`config.mk`:
```
export PLATFORM = sky130hd
export DESIGN_NAME = bla_subtractor_pipe_flat
export DESIGN_NICKNAME = d
export VERILOG_FILES = /design/src/rtl/bla_subtractor_pipe_if.sv /design/src/rtl/bla_subtractor_pipe.sv /design/src/flat_wrapper.sv
export SDC_FILE = /design/constraint.sdc
export NUM_CORES = 1
export LEC_CHECK = 0
export CAP_MARGIN = 5
export CORE_ASPECT_RATIO = 0.75
export CORE_MARGIN = 3
export CORE_UTILIZATION = 60
export DETAILED_ROUTE_END_ITERATION = 10
export DONT_BUFFER_PORTS = 1
export GPL_TIMING_DRIVEN = 0
export HOLD_SLACK_MARGIN = 0.03
export PLACE_DENSITY = 0.85
export SKIP_LAST_GASP = 1
export SYNTH_ARGS = -nofsm -noshare
export SYNTH_HDL_FRONTEND = slang
export SYNTH_SLANG_ARGS = --single-unit
```
`constraint.sdc`:
```
create_clock -name clk -period 1.9 [get_ports clk]
set_clock_uncertainty 0.2 [all_clocks]
set_input_delay 0.38 -clock clk [delete_from_list [all_inputs] [get_ports clk]]
set_output_delay 0.38 -clock clk [all_outputs]
set_load 0.05 [all_outputs]
```
`src/rtl/bla_subtractor_pipe_if.sv`:
```
// rtl/bla_subtractor_pipe_if.sv - operand/result handshake bundle for the pipelined subtractor
interface bla_subtractor_pipe_if #(
    parameter int W = 5
);
    logic         in_valid;
    logic         in_ready;
    logic [W-1:0] a;
    logic [W-1:0] b;
    logic         bin;
    logic         out_valid;
    logic         out_ready;
    logic [W-1:0] d;
    logic         bout;
    logic         ovf;
    logic         zero;

    modport master (
        output in_valid, a, b, bin, out_ready,
        input  in_ready, out_valid, d, bout, ovf, zero
    );

    modport slave (
        input  in_valid, a, b, bin, out_ready,
        output in_ready, out_valid, d, bout, ovf, zero
    );
endinterface

```
`src/rtl/bla_subtractor_pipe.sv`:
```
// rtl/bla_subtractor_pipe.sv - two-stage borrow-lookahead subtractor {bout,d} = a - b - bin
// Stage 1 registers per-bit generate/propagate terms; stage 2 resolves borrows and flags.
module bla_subtractor_pipe #(
    parameter int W = 5
) (
    input  logic                     clk,
    input  logic                     rst,
    bla_subtractor_pipe_if.slave     bus
);
    logic         s1_valid;
    logic         s2_valid;
    logic [W-1:0] g_q;
    logic [W-1:0] p_q;
    logic [W-1:0] x_q;
    logic         bin_q;
    logic         a_msb_q;
    logic         b_msb_q;

    logic [W-1:0] d_q;
    logic         bout_q;
    logic         ovf_q;
    logic         zero_q;

    logic         adv2;
    logic [W:0]   c;
    logic [W-1:0] d_n;
    logic         ovf_n;

    assign adv2         = s1_valid & (~s2_valid | bus.out_ready);
    assign bus.in_ready = ~s1_valid | adv2;

    // Each borrow is an independent OR of products over g/p, so no borrow depends on another.
    always_comb begin : lookahead
        logic term;
        c    = '0;
        term = 1'b0;
        c[0] = bin_q;
        for (int i = 0; i < W; i++) begin
            term = bin_q;
            for (int k = 0; k <= i; k++) term = term & p_q[k];
            c[i+1] = term;
            for (int j = 0; j <= i; j++) begin
                term = g_q[j];
                for (int k = j + 1; k <= i; k++) term = term & p_q[k];
                c[i+1] = c[i+1] | term;
            end
        end
    end

    assign d_n   = x_q ^ c[W-1:0];
    assign ovf_n = (a_msb_q ^ b_msb_q) & (d_n[W-1] ^ a_msb_q);

    always_ff @(posedge clk or posedge rst) begin
        if (rst) begin
            s1_valid <= 1'b0;
            g_q      <= '0;
            p_q      <= '0;
            x_q      <= '0;
            bin_q    <= 1'b0;
            a_msb_q  <= 1'b0;
            b_msb_q  <= 1'b0;
        end else if (bus.in_ready) begin
            s1_valid <= bus.in_valid;
            if (bus.in_valid) begin
                g_q     <= ~bus.a & bus.b;
                p_q     <= ~(bus.a ^ bus.b);
                x_q     <= bus.a ^ bus.b;
                bin_q   <= bus.bin;
                a_msb_q <= bus.a[W-1];
                b_msb_q <= bus.b[W-1];
            end
        end
    end

    always_ff @(posedge clk or posedge rst) begin
        if (rst) begin
            s2_valid <= 1'b0;
            d_q      <= '0;
            bout_q   <= 1'b0;
            ovf_q    <= 1'b0;
            zero_q   <= 1'b0;
        end else if (adv2) begin
            s2_valid <= 1'b1;
            d_q      <= d_n;
            bout_q   <= c[W];
            ovf_q    <= ovf_n;
            zero_q   <= ~|d_n;
        end else if (bus.out_ready) begin
            s2_valid <= 1'b0;
        end
    end

    assign bus.out_valid = s2_valid;
    assign bus.d         = d_q;
    assign bus.bout      = bout_q;
    assign bus.ovf       = ovf_q;
    assign bus.zero      = zero_q;
endmodule

```
`src/flat_wrapper.sv`:
```
// flat-port wrapper written by rule: the top's interface ports become plain ports
module bla_subtractor_pipe_flat 
#(
    parameter int W = 5
)
  (clk, rst, bus_in_valid, bus_a, bus_b, bus_bin, bus_out_ready, bus_in_ready, bus_out_valid, bus_d, bus_bout, bus_ovf, bus_zero);
  bla_subtractor_pipe_if #(.W(W)) bus_i ();
  input  logic clk;
  input  logic rst;
  input wire logic [$bits(bus_i.in_valid)-1:0] bus_in_valid;
  input wire logic [$bits(bus_i.a)-1:0] bus_a;
  input wire logic [$bits(bus_i.b)-1:0] bus_b;
  input wire logic [$bits(bus_i.bin)-1:0] bus_bin;
  input wire logic [$bits(bus_i.out_ready)-1:0] bus_out_ready;
  output wire logic [$bits(bus_i.in_ready)-1:0] bus_in_ready;
  output wire logic [$bits(bus_i.out_valid)-1:0] bus_out_valid;
  output wire logic [$bits(bus_i.d)-1:0] bus_d;
  output wire logic [$bits(bus_i.bout)-1:0] bus_bout;
  output wire logic [$bits(bus_i.ovf)-1:0] bus_ovf;
  output wire logic [$bits(bus_i.zero)-1:0] bus_zero;
  assign bus_i.in_valid = bus_in_valid;
  assign bus_i.a = bus_a;
  assign bus_i.b = bus_b;
  assign bus_i.bin = bus_bin;
  assign bus_i.out_ready = bus_out_ready;
  assign bus_in_ready = bus_i.in_ready;
  assign bus_out_valid = bus_i.out_valid;
  assign bus_d = bus_i.d;
  assign bus_bout = bus_i.bout;
  assign bus_ovf = bus_i.ovf;
  assign bus_zero = bus_i.zero;
  bla_subtractor_pipe #(.W(W)) u_core (.clk(clk), .rst(rst), .bus(bus_i));
endmodule
```
==> results of run 1 <==
[worst max path at each step]
stage               depth (start not counted)                         to                             start  slack (ps)
detailed placement                          5  u_core.g_q[2]$_DFFE_PP0P_  u_core.bus.out_valid$_DFFE_PP0P_        -280
finish                                      5  u_core.p_q[4]$_DFFE_PP0P_  u_core.bus.out_valid$_DFFE_PP0P_        -200
global route                                5   u_core.bin_q$_DFFE_PP0P_  u_core.bus.out_valid$_DFFE_PP0P_        -200
CTS                                         5  u_core.g_q[2]$_DFFE_PP0P_  u_core.bus.out_valid$_DFFE_PP0P_        -180
global placement                            5  u_core.g_q[1]$_DFFE_PP0P_  u_core.bus.out_valid$_DFFE_PP0P_        -230
floorplan                                   6  u_core.p_q[4]$_DFFE_PP0P_  u_core.bus.out_valid$_DFFE_PP0P_         -90
[sequential cells by signal, indices dropped and copies added (netlist names)]
register,count
u_core.bin_q,1
u_core.s1_valid,1
u_core.bus.ovf,1
u_core.a_msb_q,1
u_core.bus.out_valid,1
u_core.g_q,5
u_core.b_msb_q,1
u_core.bus.d,5
u_core.bus.bout,1
u_core.p_q,5
u_core.x_q,5
u_core.bus.zero,1
[cells by family (layout without fill, tap and decap cells)]
| logic type | count (synthesis) | in the layout | synth area share (%) |
|---|---|---|---|
| AND/OR/NAND/NOR | 65 | 65 | 22.7 |
| flip-flops | 28 | 28 | 54.6 |
| AO/OA/AOI/OAI | 19 | 19 | 9.76 |
| buffers and inverters | 12 | 23 | 3.51 |
| adder cells (fa/ha/maj) | 5 | 5 | 4.88 |
| XOR/XNOR | 4 | 4 | 2.73 |
| multiplexers | 2 | 2 | 1.76 |
[power by group]
group	internal [mW]	total (mW)	switching, mW
sequential	0.703	1.00	0.301
combinational	0.155	0.356	0.202
clock	0.214	0.398	0.184
total	1.07	1.76	0.687
[per-stage QoR]
stage | worst slack, ps | power [mW] | hold WS [ps] | area [µm²] | util (%)
detailed placement | -281 | 1.27 | 268 | 1320 | 70.8
finish | -203 | 1.76 | 78.7 | 1560 | 83.1
floorplan | -85.7 | 1.20 | 239 | 1300 | -
global placement | -233 | 1.25 | 261 | 1320 | 70.8
global route | -203 | 1.83 | 66.4 | 1560 | 83.1
CTS | -183 | 1.68 | 64.5 | 1490 | 79.7
[layer usage]
layer / wire length [µm] / global-route usage (%) / vias to the layer above
met4: 88 / 4.98 / 0
li1: - / - / 459
met3: 260 / 8.22 / 12
met2: 1440 / 36.8 / 59
met1: 1270 / 26.9 / 491
met5: 0 / 0 / -
[critical path: cells and delay by family (launching register included)]
kind                   cells  cell delay (ps)
buffers and inverters      1              140
and+or+nand+nor            4             1090
DFF                        1              560
[synth_stat cells, drive strengths merged]
cell type | count | area (µm²)
nand2 | 48 | 180
dfrtp | 28 | 701
o21ai | 8 | 40.0
inv | 7 | 26.3
clkbuf | 5 | 18.8
ha | 5 | 62.6
a21oi | 3 | 15.0
nand2b | 3 | 18.8
nor2 | 3 | 11.3
nor3b | 3 | 22.5
xor2 | 3 | 26.3
and2 | 2 | 12.5
mux2 | 2 | 22.5
nand3 | 2 | 15.0
o21a | 2 | 15.0
a211oi | 1 | 12.5
a21o | 1 | 7.51
a221o | 1 | 10.0
a221oi | 1 | 8.76
nand3b | 1 | 7.51
nor2b | 1 | 6.26
nor4b | 1 | 8.76
o21bai | 1 | 7.51
o41ai | 1 | 8.76
or3b | 1 | 8.76
xnor2 | 1 | 8.76
[cell type report]
type	instances	area [µm²]	area share, %
Buffer	3	37.5	2.41
Multi-Input combinational cell	95	612	39.3
Inverter	7	26.3	1.69
Timing Repair Buffer	9	97.6	6.28
Tap cell	22	27.5	1.77
Clock inverter	1	30.0	1.93
Sequential cell	28	702	45.1
Clock buffer	3	22.5	1.45
[repair_timing]
action | 4_1_cts | 5_1_grt
endpoints found under the setup margin | 19 | 21
hold buffers | 6 | 0
resized for setup | 14 | 29
pin swaps | 4 | 6
cloned | 2 | 0
endpoints found under the hold margin | 33 | 0
setup buffers | 1 | 0
==> summary.md, run 1 <==
| Metric | Value |
|---|---|
| CTS tree | `yes` |
| Status | `complete, but fails checks` |
| Commonest non-fill, non-tap cell in the layout | `nand2_1` |
| Vias in the first global route | `968` |
| Actual slew at the worst max-slew pin | `1050 ps` |
| Iteration count of the initial detailed-routing pass | `5` |
| Hold path start | `bus_b[3]` |
| Die Area | `0.00273 mm²` |
| Crit path cell chain | `nand3b_1 -> and2_4 -> buf_8 -> nand2_4 -> nand2_1` |
| Worst r2r path cells | `5` |
| Clk buf depth | `2` |
| Die Ht | `46.0 µm` |
| Layout fillers | `100` |
| Power Dens Cells | `1130 mW/mm²` |
| DRT Wirelength | `3.06 mm` |
| # diodes | `0` |
| Post-Synthesis Cells | `135` |
| Fmax | `~480 MHz` |
| GR Overflow Total | `0` |
| Mapped cell area | `about 0.0013 mm²` |
| RSZ-0062 raised after global routing | `true` |
| Die width | `59.4 µm` |
| Most frequent cells in the layout | `nand2_1 (31), dfrtp_1 (27), nand2_2 (16)` |
| Share of layout cells above drive strength 1 | `around 25%` |
| GP Congestion | `0.771` |
| I/O Buffers | `0` |
| Cell Count Post-Placement | `157` |
| Crit-path slowest cell | `nand3b_1` |
| ANT nets after route | `0` |
| Clock sinks | `28` |
| Initial drt markers | `94` |
| Hold Path End | `u_core.x_q[3]$_DFFE_PP0P_` |
| CTS H-Tree Depth | `1` |
| Max_slew headroom | `30.2%` |
| Dpl hpwl | `1.63 mm` |
| Nets@finish | `about 170` |
| Clock transition at the registers of the reported paths | `~160 ps` |
| CP startpoint kind | `register` |
| Tmin final | `2100 ps` |
| CP required | `between 1500 and 2000 ps` |
| Avg Vias per Cell | `6.08` |
| Row count | `13` |
| Pin count of the biggest net entering global routing | `29` |
| Clk_lat worst skew | `340 ps` |
| Gr usage total | `21.9%` |
| Global-route wire length before repair | `approximately 4.3 mm` |
| WHS Path Cells | `2` |
| Area grow syn2layout | `21.3%` |
| Failing checks | `negative setup slack` |
| MaxCap Viol Count | `0` |
| Starting Density | `68.6%` |
| Post-route setup TNS | `-3390 ps` |
| Final setup fails | `20` |
| DR vias | `1021` |
| Syn nets | `between 150 and 200` |
| Fin crit share | `111%` |
| CP Capture Type | `register` |
| Core area | `0.00187 mm²` |
| CP arrival | `between 2000 and 2500 ps` |
| Non-Filler Instances | `168` |
| Routed wire length per instance | `~18 µm` |
| Static Leak | `0.763 nW` |
| Synth warn | `0` |
| Worst vdd ir | `0.00109 V` |
| Root buffer selected by CTS | `clkbuf_4` |
| R2R setup slack | `-200 ps` |
| Initial antenna violation count | `0` |
| Reg2Reg Launch Point | `u_core.bus.out_valid$_DFFE_PP0P_` |
| Reg2reg end | `u_core.p_q[4]$_DFFE_PP0P_` |
| Unique masters post-synth | `29` |
| Crit Path Max Fanout | `6` |
| Final max-slew violation count | `0` |
| I/O Pins | `25` |
| Post-synthesis sequential area ratio | `54.6%` |
| Final Hold Fails | `0` |
| Post-Syn Area per Cell | `9.50 µm²` |
| Slowest stage delay, CP | `580 ps` |
| Worst Hold Class | `input pin to register` |
| PnR worst setup slack | `-203 ps` |
| FF+latch count, synth | `28` |
| Total CTS buffers | `3` |
| Residual DRC count | `0` |
| Critical setup path kind | `register to register` |
Power figures use the tool's default switching activity.
==> run 2: changes to the inputs <==
--- a/config.mk
+++ b/config.mk
@@ -8,12 +8,11 @@
 export CAP_MARGIN = 5
 export CORE_ASPECT_RATIO = 0.75
 export CORE_MARGIN = 3
-export CORE_UTILIZATION = 60
+export CORE_UTILIZATION = 50
 export DETAILED_ROUTE_END_ITERATION = 10
-export DONT_BUFFER_PORTS = 1
 export GPL_TIMING_DRIVEN = 0
 export HOLD_SLACK_MARGIN = 0.03
-export PLACE_DENSITY = 0.85
+export PLACE_DENSITY = 0.87
 export SKIP_LAST_GASP = 1
 export SYNTH_ARGS = -nofsm -noshare
 export SYNTH_HDL_FRONTEND = slang
==> run 2 against run 1 <==
The flow now finishes without violations; non-clock buffer count rose by 17; power fell by 0.86%; global-route usage fell by 4.2 points; sequential cell count did not move; via count fell by 1.2%; utilization fell by 15 points; combinational power rose by 61%; wire length fell by 19%; worst hold slack improved by 220 ps; highest routed layer unchanged; first-iteration DRC count fell by 45%; cell area rose by 4.0%; critical path type is now register to output port.
==> summary.md, run 2 (synthesis gave the netlist of run 1 again) <==
| Metric | Value |
|---|---|
| Clk buf depth | `2` |
| GP Congestion | `0.831` |
| Placed Instance Area | `0.00158 mm²` |
| Final hold slack | `295 ps` |
| Nets@finish | `184` |
| CTS tree | `yes` |
| Crit path cell chain | `dlygate4sd2_1` |
| Die Ht | `49.9 µm` |
| Worst vdd ir | `0.000628 V` |
| Die width | `64.5 µm` |
| Clock transition at the registers of the reported paths | `150 ps` |
| I/O Buffers | `24` |
| Non-Filler Instances | `197` |
| CP delay by family, top | `buffers and inverters` |
| Starting Density | `54.2%` |
| I/O Pins | `25` |
| Most frequent cells in the layout | `nand2_1 (48), dfrtp_1 (27), clkdlybuf4s50_1 (14)` |
| Power Dens Cells | `~1100 mW/mm²` |
| Tmin final | `1840 ps` |
| ANT nets after route | `0` |
| Residual DRC count | `0` |
| GR Overflow Total | `0` |
| Share of layout cells above drive strength 1 | `7.98%` |
| Sequential Power Share | `between 40 and 50%` |
| Routed wire length per instance | `~13 µm` |
| Final Hold Fails | `0` |
| CP startpoint kind | `register` |
| Critical setup path kind | `register to output port` |
| Crit path buffers/inverters | `1` |
| DRT Wirelength | `2.47 mm` |
| Combinational power share | `32.9%` |
| DR vias | `approximately 1000` |
| Initial drt markers | `between 50 and 60` |
| Clk_lat worst skew | `330 ps` |
| Int Power | `1.11 mW` |
| Commonest non-fill, non-tap cell in the layout | `nand2_1` |
| Final setup fails | `0` |
| RSZ-0062 raised after global routing | `false` |
| CP Capture Type | `output port` |
| Crit Path Max Fanout | `2` |
| # diodes | `0` |
| Cell Count Post-Placement | `193` |
| Fmax | `about 540 MHz` |
| Avg Vias per Cell | `5.12` |
| Vias in the first global route | `a little over 1000` |
| Post-CTS Setup Repair Bufs | `0` |
| Global-route wire length before repair | `between 4 and 5 mm` |
| Worst Hold Class | `register to register` |
| Status | `finished clean` |
| Max_slew headroom | `32.1%` |
| CP arrival | `~1300 ps` |
| P_sw | `between 0.6 and 0.7 mW` |
| Iteration count of the initial detailed-routing pass | `6` |
| Hold Buf Count CTS | `0` |
| Slowest stage delay, CP | `540 ps` |
| Die Area | `0.00321 mm²` |
| Sw frac | `36.1%` |
| CP required | `1320 ps` |
| Row count | `15` |
| Design area | `0.00162 mm²` |
| Total CTS buffers | `3` |
| Initial antenna violation count | `0` |
| Dpl hpwl | `roughly 1.9 mm` |
| Final max-slew violation count | `0` |
| Static Leak | `~0.8 nW` |
| Clk pwr share | `22.1%` |
| Clock sinks | `28` |
| Area grow syn2layout | `26.1%` |
| Actual slew at the worst max-slew pin | `1020 ps` |
| Gr usage total | `between 10% and 20%` |
| MaxCap Viol Count | `0` |
| Pin count of the biggest net entering global routing | `29` |
| Core area | `approximately 0.0024 mm²` |
| Fin crit share | `a little over nine tenths` |
| Crit-path slowest cell | `dlygate4sd2_1` |
| Root buffer selected by CTS | `clkbuf_4` |
| Fin util | `68.4%` |
| CTS H-Tree Depth | `1` |
==> run 2: changes by cell type in the layout (fill, tap and decap cells not counted), sizes merged <==
cell,delta
dlygate4sd3,-6
clkbuf,+5
buf,-5
dlygate4sd2,+9
clkdlybuf4s50,+14
==> run 2: cell type report <==
type	count	area, µm²
fill	190	747
sequential	28	702
multi-input combinational	95	537
timing repair buffer	24	226
tap	34	42.5
buffer	5	31.3
clock inverter	1	30.0
inverter	7	26.3
clock buffer	3	22.5
==> run 2: what timing repair did <==
item,CTS,global route
endpoints found under the setup margin,10,1
resized for setup,12,4
cloned,0,0
==> run 2: metrics by stage <==
stage	total power, mW	setup TNS (ps)	worst slack [ps]
after floorplan	1.20	-899	-85.7
after detailed placement	1.42	-1630	-528
after global routing	1.84	0	8.97
after CTS	1.76	-99.6	-99.6
after global placement	1.39	-1160	-513
final	1.74	0	64.5
==> run 2: metal layers <==
layer  vias to the layer above  global-route usage [%]  routed length [µm]
met4                         0                    5.96                  50
li1                        496                       -                   -
met1                       468                    20.9                1090
met3                         6                    5.47                 196
met2                        39                    30.7                1140
met5                         -                       0                   0
==> run 2: path summary, 6_finish.rpt <==
check                                             from                                to  slack, ps  cells after the start
min                        u_core.bus.bout$_DFFE_PP0P_       u_core.bus.bout$_DFFE_PP0P_        300                      2
max                        u_core.bus.zero$_DFFE_PP0P_                          bus_zero         60                      1
max reg2reg                  u_core.g_q[1]$_DFFE_PP0P_       u_core.bus.zero$_DFFE_PP0P_        110                      4
min reg2reg                u_core.bus.bout$_DFFE_PP0P_       u_core.bus.bout$_DFFE_PP0P_        300                      2
min in group asynchronous                          rst       u_core.s1_valid$_DFFE_PP0N_        380                      2
max in group asynchronous                          rst  u_core.bus.out_valid$_DFFE_PP0P_        450                      2
==> run 2: power groups by stage <==
stage          logic, mW  registers [mW]  clock network, mW
5_1_grt            0.623           0.801              0.417
3_3_place_gp       0.600           0.790                  0
3_5_place_dp       0.616           0.802                  0
2_1_floorplan      0.221           0.979                  0
4_1_cts            0.577           0.787              0.394
6_report           0.573           0.785              0.385
